### config.mk
export PLATFORM = sky130hd
export DESIGN_NAME = lsu_unit
export DESIGN_NICKNAME = d
export VERILOG_FILES = /design/src/rtl/lsu_unit.sv
export SDC_FILE = /design/constraint.sdc
export NUM_CORES = 1
export LEC_CHECK = 0
export ABC_AREA = 1
export BUFFER_PORTS_ARGS = -buffer_cell sky130_fd_sc_hd__buf_2
export CAP_MARGIN = 30
export CORE_ASPECT_RATIO = 0.8
export CORE_UTILIZATION = 28
export CTS_BUF_LIST = sky130_fd_sc_hd__clkbuf_4 sky130_fd_sc_hd__clkbuf_8 sky130_fd_sc_hd__clkbuf_16
export DETAILED_ROUTE_END_ITERATION = 6
export PLACE_DENSITY = 0.52
export REMOVE_ABC_BUFFERS = 1
export SLEW_MARGIN = 15
export SYNTH_ARGS = -nofsm -noshare
export SYNTH_HDL_FRONTEND = slang
export SYNTH_SLANG_ARGS = --single-unit
export TNS_END_PERCENT = 30
### constraint.sdc
create_clock -name clk -period 6.6 [get_ports clk]
set_input_delay 1.32 -clock clk [delete_from_list [all_inputs] [get_ports clk]]
set_output_delay 1.32 -clock clk [all_outputs]
set_load 0.05 [all_outputs]
### src/rtl/lsu_unit.sv
`default_nettype none
// ============================================================================
// Module   : lsu_unit
// Purpose  : Load/store unit. Runs a req/ack transaction on the data bus,
//            places store data on byte lanes and extends load data.
// Config   : MISALIGN_TRAP_EN - abort misaligned H/HU/W accesses with lsu_err
// Revision : 1.0 - initial release
// ============================================================================
module lsu_unit #(
    parameter int TIMEOUT = 255
) (
    input  logic        clk,
    input  logic        rst,
    input  logic        lsu_valid,
    input  logic        lsu_we,
    input  logic [2:0]  funct3,
    input  logic [31:0] addr,
    input  logic [31:0] wdata,
    output logic        lsu_stall,
    output logic        lsu_done,
    output logic        lsu_err,
    output logic [31:0] rdata,
    output logic        bus_req,
    output logic        bus_we,
    output logic [31:0] bus_addr,
    output logic [3:0]  bus_be,
    output logic [31:0] bus_wdata,
    input  logic        bus_ack,
    input  logic [31:0] bus_rdata
);

    localparam int CW = (TIMEOUT < 2) ? 1 : $clog2(TIMEOUT + 1);
    localparam logic [CW-1:0] c_last = CW'(TIMEOUT - 1);

    typedef enum logic [1:0] {
        S_IDLE = 2'd0,
        S_REQ  = 2'd1,
        S_DONE = 2'd2,
        S_ERR  = 2'd3
    } state_t;

    state_t        r_state;
    logic [CW-1:0] r_cnt;
    logic [29:0]   r_addr;
    logic          r_we;
    logic [2:0]    r_funct3;
    logic [1:0]    r_off;
    logic [3:0]    r_be;
    logic [31:0]   r_wdata;
    logic [31:0]   r_rdata;
    logic          r_req;
    logic          r_done;
    logic          r_err;

    logic          w_illegal;
    logic          w_misalign;
    logic          w_fault;
    logic [3:0]    w_be;
    logic [31:0]   w_wdata;
    logic [1:0]    w_off;
    logic [15:0]   w_sh;
    logic [31:0]   w_load;

    // Decode of the incoming request; w_off is the byte offset actually used
    // for load extraction, so halfword/word ignore the low address bits.
    always_comb begin
        w_be      = 4'b0000;
        w_wdata   = wdata;
        w_off     = 2'b00;
        w_illegal = 1'b0;
        case (funct3[1:0])
            2'b00: begin
                w_be    = 4'b0001 << addr[1:0];
                w_wdata = {4{wdata[7:0]}};
                w_off   = addr[1:0];
            end
            2'b01: begin
                w_be    = 4'b0011 << {addr[1], 1'b0};
                w_wdata = {2{wdata[15:0]}};
                w_off   = {addr[1], 1'b0};
            end
            2'b10: begin
                w_be    = 4'b1111;
            end
            default: w_illegal = 1'b1;
        endcase
        if (funct3[2] && (lsu_we || funct3[1]))
            w_illegal = 1'b1;
    end

`ifdef MISALIGN_TRAP_EN
    assign w_misalign = ((funct3[1:0] == 2'b01) && addr[0]) ||
                        ((funct3[1:0] == 2'b10) && (addr[1:0] != 2'b00));
`else
    assign w_misalign = 1'b0;
`endif

    assign w_fault = w_illegal | w_misalign;

    always_comb begin
        w_sh = 16'(bus_rdata >> {r_off, 3'b000});
        case (r_funct3)
            3'b000:  w_load = {{24{w_sh[7]}}, w_sh[7:0]};
            3'b001:  w_load = {{16{w_sh[15]}}, w_sh[15:0]};
            3'b100:  w_load = {24'b0, w_sh[7:0]};
            3'b101:  w_load = {16'b0, w_sh[15:0]};
            default: w_load = bus_rdata;
        endcase
    end

    always_ff @(posedge clk or posedge rst) begin
        if (rst) begin
            r_state  <= S_IDLE;
            r_cnt    <= '0;
            r_addr   <= '0;
            r_we     <= 1'b0;
            r_funct3 <= 3'b000;
            r_off    <= 2'b00;
            r_be     <= 4'b0000;
            r_wdata  <= '0;
            r_rdata  <= '0;
            r_req    <= 1'b0;
            r_done   <= 1'b0;
            r_err    <= 1'b0;
        end else begin
            r_done <= 1'b0;
            r_err  <= 1'b0;
            case (r_state)
                S_IDLE: begin
                    if (lsu_valid) begin
                        r_addr   <= addr[31:2];
                        r_we     <= lsu_we;
                        r_funct3 <= funct3;
                        r_off    <= w_off;
                        r_be     <= w_be;
                        r_wdata  <= w_wdata;
                        r_cnt    <= '0;
                        if (w_fault) begin
                            r_state <= S_ERR;
                            r_done  <= 1'b1;
                            r_err   <= 1'b1;
                            r_rdata <= '0;
                        end else begin
                            r_state <= S_REQ;
                            r_req   <= 1'b1;
                        end
                    end
                end
                S_REQ: begin
                    // An ack in the final allowed cycle still completes normally.
                    if (bus_ack) begin
                        r_state <= S_DONE;
                        r_req   <= 1'b0;
                        r_done  <= 1'b1;
                        if (!r_we)
                            r_rdata <= w_load;
                    end else if (r_cnt == c_last) begin
                        r_state <= S_ERR;
                        r_req   <= 1'b0;
                        r_done  <= 1'b1;
                        r_err   <= 1'b1;
                        r_rdata <= '0;
                    end else begin
                        r_cnt <= r_cnt + 1'b1;
                    end
                end
                S_DONE:  r_state <= S_IDLE;
                S_ERR:   r_state <= S_IDLE;
                default: r_state <= S_IDLE;
            endcase
        end
    end

    assign lsu_stall = lsu_valid & ~r_done;
    assign lsu_done  = r_done;
    assign lsu_err   = r_err;
    assign rdata     = r_rdata;
    assign bus_req   = r_req;
    assign bus_we    = r_we;
    assign bus_addr  = {r_addr, 2'b00};
    assign bus_be    = r_be;
    assign bus_wdata = r_wdata;

endmodule
`default_nettype wire

==> results of run 1 <==
-- power by group --
part	internal (mW)	switching [mW]	leakage (nW)
Clock	0.563	0.359	0.281
Sequential	1.01	0.195	1.47
Combinational	0.505	1.73	2.39
-- cell usage after synthesis, drive strengths merged --
master | instances | area [um^2]
buf | 29 | 195
nand3 | 55 | 310
clkbuf | 7 | 26.3
nand2 | 329 | 1250
xor2 | 1 | 8.76
a21o | 2 | 15.0
o211ai | 1 | 7.51
nand4 | 3 | 33.8
o21a | 1 | 7.51
or2 | 7 | 43.8
a31o | 1 | 8.76
o21ai | 41 | 216
conb | 1 | 3.75
inv | 51 | 194
nor2 | 35 | 146
nor3 | 1 | 5.00
a21oi | 34 | 170
ha | 2 | 25.0
dfrtp | 117 | 2930
a31oi | 7 | 43.8
o2111ai | 5 | 43.8
-- how the worst min path moves through the flow --
stage                               to  depth (start not counted)  slack (ns)    startpoint
final                       r_addr[18]                          2        0.47    r_addr[18]
after global routing         rdata[11]                          2        0.49     rdata[11]
after CTS                     rdata[1]                          2        0.48      rdata[1]
after detailed placement  bus_wdata[0]                          2        0.46  bus_wdata[0]
after global placement       rdata[15]                          2        0.46     rdata[15]
after floorplan            r_funct3[2]                          2        0.47   r_funct3[2]
-- cell type report --
class                      instances  area, um^2  area share (%)
inverter                          51         196            2.62
multi-input combinational        527        2350            31.3
clock buffer                      18         433            5.78
timing repair buffer             212        1110            14.8
sequential                       117        2930            39.1
tap                              264         330            4.41
clock inverter                    13         150            2.00
-- worst max-delay path, stage by stage --
cell	delay, ns
buf_2	0.09
inv_1	0.05
nor2_1	0.07
buf_2	0.26
-- sequential cells by signal, summed over array words and instances, names as in the netlist --
register,cells
lsu_done,1
bus_wdata,32
r_cnt,8
rdata,32
r_funct3,3
r_addr,30
bus_req,1
r_off,2
bus_be,4
bus_we,1
lsu_err,1
r_state,2
-- kinds of logic (layout without fill, tap and decap cells) --
logic type / after synthesis / after routing / synth area share (%)
and+or+nand+nor: 430 / 430 / 31.5
DFF: 117 / 117 / 51.5
AOI/OAI and AO/OA: 92 / 92 / 9.03
buffers and inverters: 87 / 294 / 7.31
adders and majority gates: 2 / 2 / 0.440
other: 1 / 2 / 0.0660
xor gates and xnor gates: 1 / 1 / 0.154
-- metal layers --
layer  global-route usage (%)  up-vias  share of wire [%]
met5                        0        -                  0
met4                     4.66        0               0.69
met3                     7.20       13                8.4
met2                     26.3      215                 43
met1                     23.2     2509                 47
li1                         -     2693                  -
==> impl_metrics.json, run 1 <==
{
  "status": "finished clean",
  "r2r_setup_slack_ns": 4.26,
  "cts.repair.resized": 0,
  "synth.distinct_cells": 34,
  "cts_made_buffers": 17,
  "holdCritPathClass": "reg -> reg",
  "netlist_instances": 730,
  "final_common_cell": "nand2_1",
  "worst_setup_path_start_kind": "primary input",
  "clock-root-buffer": "clkbuf_16",
  "leakage_nw": 4.14,
  "setup_viol": 0,
  "drive_above_1_share_pct": 29.1,
  "r2r-end": "rdata[1]",
  "clock_latency_ns": 0.42,
  "grt_max_degree": 75,
  "path_clk_slew_ns": 0.06,
  "numPortBuffers": 206,
  "die_area_um2": 20900,
  "crit_type": "in -> out",
  "cts_max_level": 4,
  "r2r_cells": 5,
  "wl_per_cell_um": 14.8,
  "ir_drop_mv": 0.320,
  "period_share_pct": 47.2,
  "die_h_um": 129,
  "relSlewSlack_pct": 41.8,
  "coreArea_um2": 19900,
  "final_cell_count_no_fill": 1202,
  "first_pass_iters": 5,
  "synth_warnings": 0,
  "cp_max_fo": 2,
  "ios": 209,
  "holdWs_ns": 0.471,
  "post-route-min-period_ns": 3.11,
  "drc_errors": 0,
  "n_antenna_cell": 0,
  "grt_pass1_vias": 5232,
  "synth_seq_area_share_pct": 51.5,
  "placementRows": 46,
  "startpoint": "lsu_valid",
  "vias_per_cell": 4.52,
  "power.density_nw_per_um2": 582,
  "ys_ff_latch": 117,
  "finalHoldViolCount": 0,
  "nFillCells": 2131,
  "dpl_cell_area_um2": 6910,
  "routed_wl_um": 17800,
  "endpoint_kind": "primary output",
  "cts_tree": "built",
  "grt_overflow_total": 0,
  "place.gp.congestion": 0.828,
  "tightest_slew_ns": 0.872,
  "die_w_um": 161,
  "clockBufferDepth": 2,
  "worst_setup_path_endpoint": "lsu_stall",
  "crit_arrival_ns": 1.79,
  "grt_pass1_wl_um": 28000,
  "antenna_left": 0,
  "avgSynthCellArea_um2": 7.78,
  "cts_sinks": 117,
  "via_count": 5430,
  "antenna_found_initial": 0,
  "cts_setup_buffers": 0,
  "timing.rr.start": "r_off[0]",
  "skew_ns": 0.0119,
  "initial_utilization_pct": 28.6,
  "finalInstanceArea_um2": 7490,
  "max-cap-violations": 0,
  "max_clock_freq_mhz": 321,
  "nets": 1032,
  "rsz0062_at_grt": "no",
  "utilization_pct": 37.7,
  "report.final.slew_viol_count": 0,
  "total_power_mw": 4.36,
  "required_ns": 5.28,
  "dp_worst_setup_slack_ns": 3.48,
  "fin_ws_ns": 3.49,
  "final_cell_mix": "nand2_1 (322), buf_2 (206), dfrtp_1 (117)",
  "place_hpwl_um": 12400,
  "grt_usage_pct": 17.5,
  "areaGrowthSynthToFinish_pct": 31.8,
  "drtIter0Drc": 389,
  "holdBufCountCts": 0,
  "setup_tns_ns": 0,
  "dp_cells": 1171,
  "synthesis.area_um2": 5680
}
No activity file was read; power rests on OpenSTA's default activity.
==> run 2, diff against run 1 <==
Settings changed: ABC_AREA 1 to 0, PLACE_DENSITY 0.52 to 0.54.
Clock period 6.6 ns to 2.68 ns, I/O delays scaled along.
==> run 2 against run 1 <==
Effect of this change: non-clock buffer count rose by 10; wire length shrank 3.2%; cell area is 0.70% lower; total power rose by 140%; critical path depth up 1; utilization is 1.2 points higher; worst hold slack worse by 0.37 ns; via count decreased by 8.3%; setup slack got worse by 3.0 ns; critical endpoint is now rdata[31]; largest cell class unchanged.
==> impl_metrics.json, run 2 <==
{
  "timing.rr.start": "r_state[1]",
  "yosysTopAreaCell": "dfrtp_1",
  "synth_compound_area_share_pct": 15.8,
  "finalHoldViolCount": 0,
  "cts_made_buffers": 17,
  "cts_sinks": 117,
  "max-cap-violations": 0,
  "synth.area.top_cells": "dfrtp_1 (53%), nand2_1 (12%), mux2i_1 (4.7%), o2bb2ai_1 (4.6%), o21ai_0 (3.6%)",
  "nets": 907,
  "endpoint_kind": "flop",
  "via_count": 4982,
  "postSynth.asyncResetShare_pct": 100,
  "period_share_pct": 81.1,
  "relSlewSlack_pct": 49.5,
  "startpoint": "r_state[1]",
  "synth_xor_area_share_pct": 0.957,
  "die_area_um2": 20200,
  "finalInstanceArea_um2": 7440,
  "grt_usage_pct": 17.6,
  "holdCritPathClass": "in -> async",
  "ff_latch_area_um2": 2930,
  "die_h_um": 127,
  "synth_edf_count": 0,
  "drive_above_1_share_pct": 32.8,
  "r2r-end": "rdata[31]",
  "netlist_instances": 599,
  "cts.repair.resized": 0,
  "wl_per_cell_um": 16.1,
  "cts_max_level": 4,
  "report.final.slew_viol_count": 0,
  "skew_ns": 0.00821,
  "synth_seq_area_share_pct": 53.3,
  "synth_top_family_by_area": "simple AND/OR/NAND/NOR gates",
  "n_antenna_cell": 0,
  "vias_per_cell": 4.65,
  "synthAdderAreaFrac_pct": 0.455,
  "dpl_cell_area_um2": 6840,
  "ys_ff_latch": 117,
  "post-route-min-period_ns": 2.17,
  "drtIter0Drc": 295,
  "numPortBuffers": 206,
  "ys_top_cells_by_count": "nand2_1 (170), dfrtp_1 (117), nor2_1 (48), o21ai_0 (39), a21oi_1 (33)",
  "initial_utilization_pct": 28.8,
  "grt_overflow_total": 0,
  "place_hpwl_um": 12600,
  "synthMuxAreaShare_pct": 5.35,
  "cp_max_fo": 17,
  "antenna_left": 0,
  "synth_warnings": 0,
  "worst_setup_path_start_kind": "flop",
  "r2r_setup_slack_ns": 0.51,
  "areaGrowthSynthToFinish_pct": 35.4,
  "setup_tns_ns": 0,
  "drc_errors": 0,
  "synth_top_area_share_pct": 53.3,
  "worst_setup_path_endpoint": "rdata[31]",
  "clockBufferDepth": 2,
  "power.density_nw_per_um2": 1390,
  "ys.flop_type": "dfrtp_1",
  "place.gp.congestion": 0.785,
  "crit_arrival_ns": 2.50,
  "ir_drop_mv": 0.915,
  "clock-root-buffer": "clkbuf_16",
  "path_clk_slew_ns": 0.06,
  "ios": 209,
  "tightest_slew_ns": 0.757,
  "setup_viol": 0,
  "rsz0062_at_grt": "no",
  "multi_input_area_um2": 2390,
  "nFillCells": 1986,
  "holdBufCountCts": 0,
  "coreArea_um2": 19100,
  "synthSimpleGateAreaFrac_pct": 20.6,
  "max_clock_freq_mhz": 460,
  "yosysMostFrequentCell": "nand2_1",
  "synthesis.area_um2": 5490,
  "crit_type": "reg -> reg",
  "final_common_cell": "buf_2",
  "clock_latency_ns": 0.42,
  "grt_pass1_vias": 4852,
  "leakage_nw": 3.84,
  "grt_pass1_wl_um": 26800,
  "r2r_cells": 5,
  "routed_wl_um": 17200,
  "grt_max_degree": 43,
  "antenna_found_initial": 1,
  "synth.distinct_cells": 45,
  "cts_tree": "built",
  "first_pass_iters": 4,
  "avgSynthCellArea_um2": 9.17,
  "cts_setup_buffers": 0,
  "final_cell_mix": "buf_2 (206), nand2_1 (169), dfrtp_1 (117)",
  "status": "finished clean",
  "die_w_um": 159,
  "placementRows": 45,
  "required_ns": 3.00
}
## run 2: cell types whose count changed after synthesis, sizes merged, moves of 7 or more
cell     before  now
a31oi         7    0
buf          29   14
clkbuf        7   26
inv          51    5
mux2i         0   26
nand2       329  170
nand2b        0   12
nand3        55    7
nor2         35   50
nor2b         0    8
o21bai        0    7
o2bb2ai       0   29
## run 2: report_power, final
part	leakage [nW]	internal (mW)	switching, mW
clock	0.287	1.44	0.871
combinational	2.06	1.24	3.88
sequential	1.50	2.48	0.446
## run 2: worst min-delay path by stage
| stage | from | to | slack [ns] |
|---|---|---|---|
| finish | rst | r_addr[21] | 0.11 |
| global route | rst | r_addr[21] | 0.13 |
| CTS | rst | r_addr[21] | 0.11 |
| detailed placement | r_addr[13] | r_addr[13] | 0.46 |
| global placement | bus_wdata[2] | bus_wdata[2] | 0.46 |
| floorplan | r_funct3[2] | r_funct3[2] | 0.48 |
## run 2: critical path: stages, from the launching register on
cell       delay [ns]
dfrtp_1          0.42
and2b_1          0.31
nand2_1          0.19
o21ai_2          0.64
buf_4            0.36
o2bb2ai_1        0.15
## run 2: final cells by class
type                            count  area share (%)
Clock buffer                       20            6.19
Clock inverter                     12            1.93
Inverter                            5           0.286
Multi-Input combinational cell    438            32.1
Sequential cell                   117            39.4
Tap cell                          258            4.34
Timing Repair Buffer              222            15.8
## run 2: metal layers
metal | vias up | GRT usage, % | share of wire [%]
li1 | 2446 | - | -
met1 | 2305 | 23.6 | 46
met2 | 209 | 26.3 | 44
met3 | 20 | 6.17 | 9.0
met4 | 2 | 6.22 | 1.3
met5 | - | 0 | 0.070
## run 2: cells by family (layout without fill, tap and decap cells)
family	after synthesis	count (layout)
adder cells (fa/ha/maj)	2	2
XOR/XNOR	6	6
multiplexers	29	29
flip-flops	117	117
buffers and inverters	45	259
AO/OA/AOI/OAI	132	132
other	1	2
AND/OR/NAND/NOR	267	267
## run 2: stage by stage
stage	worst slack [ns]	power (mW)	utilization, %	hold slack, ns	std cells
2_1_floorplan	-0.957	6.62	-	0.483	560
3_3_place_gp	0.552	8.09	35.8	0.455	1040
3_5_place_dp	0.521	8.10	35.8	0.456	1040
4_1_cts	0.518	10.5	39.0	0.107	1072
5_1_grt	0.318	11.0	39.0	0.134	1072
6_report	0.506	10.4	39.0	0.106	1072
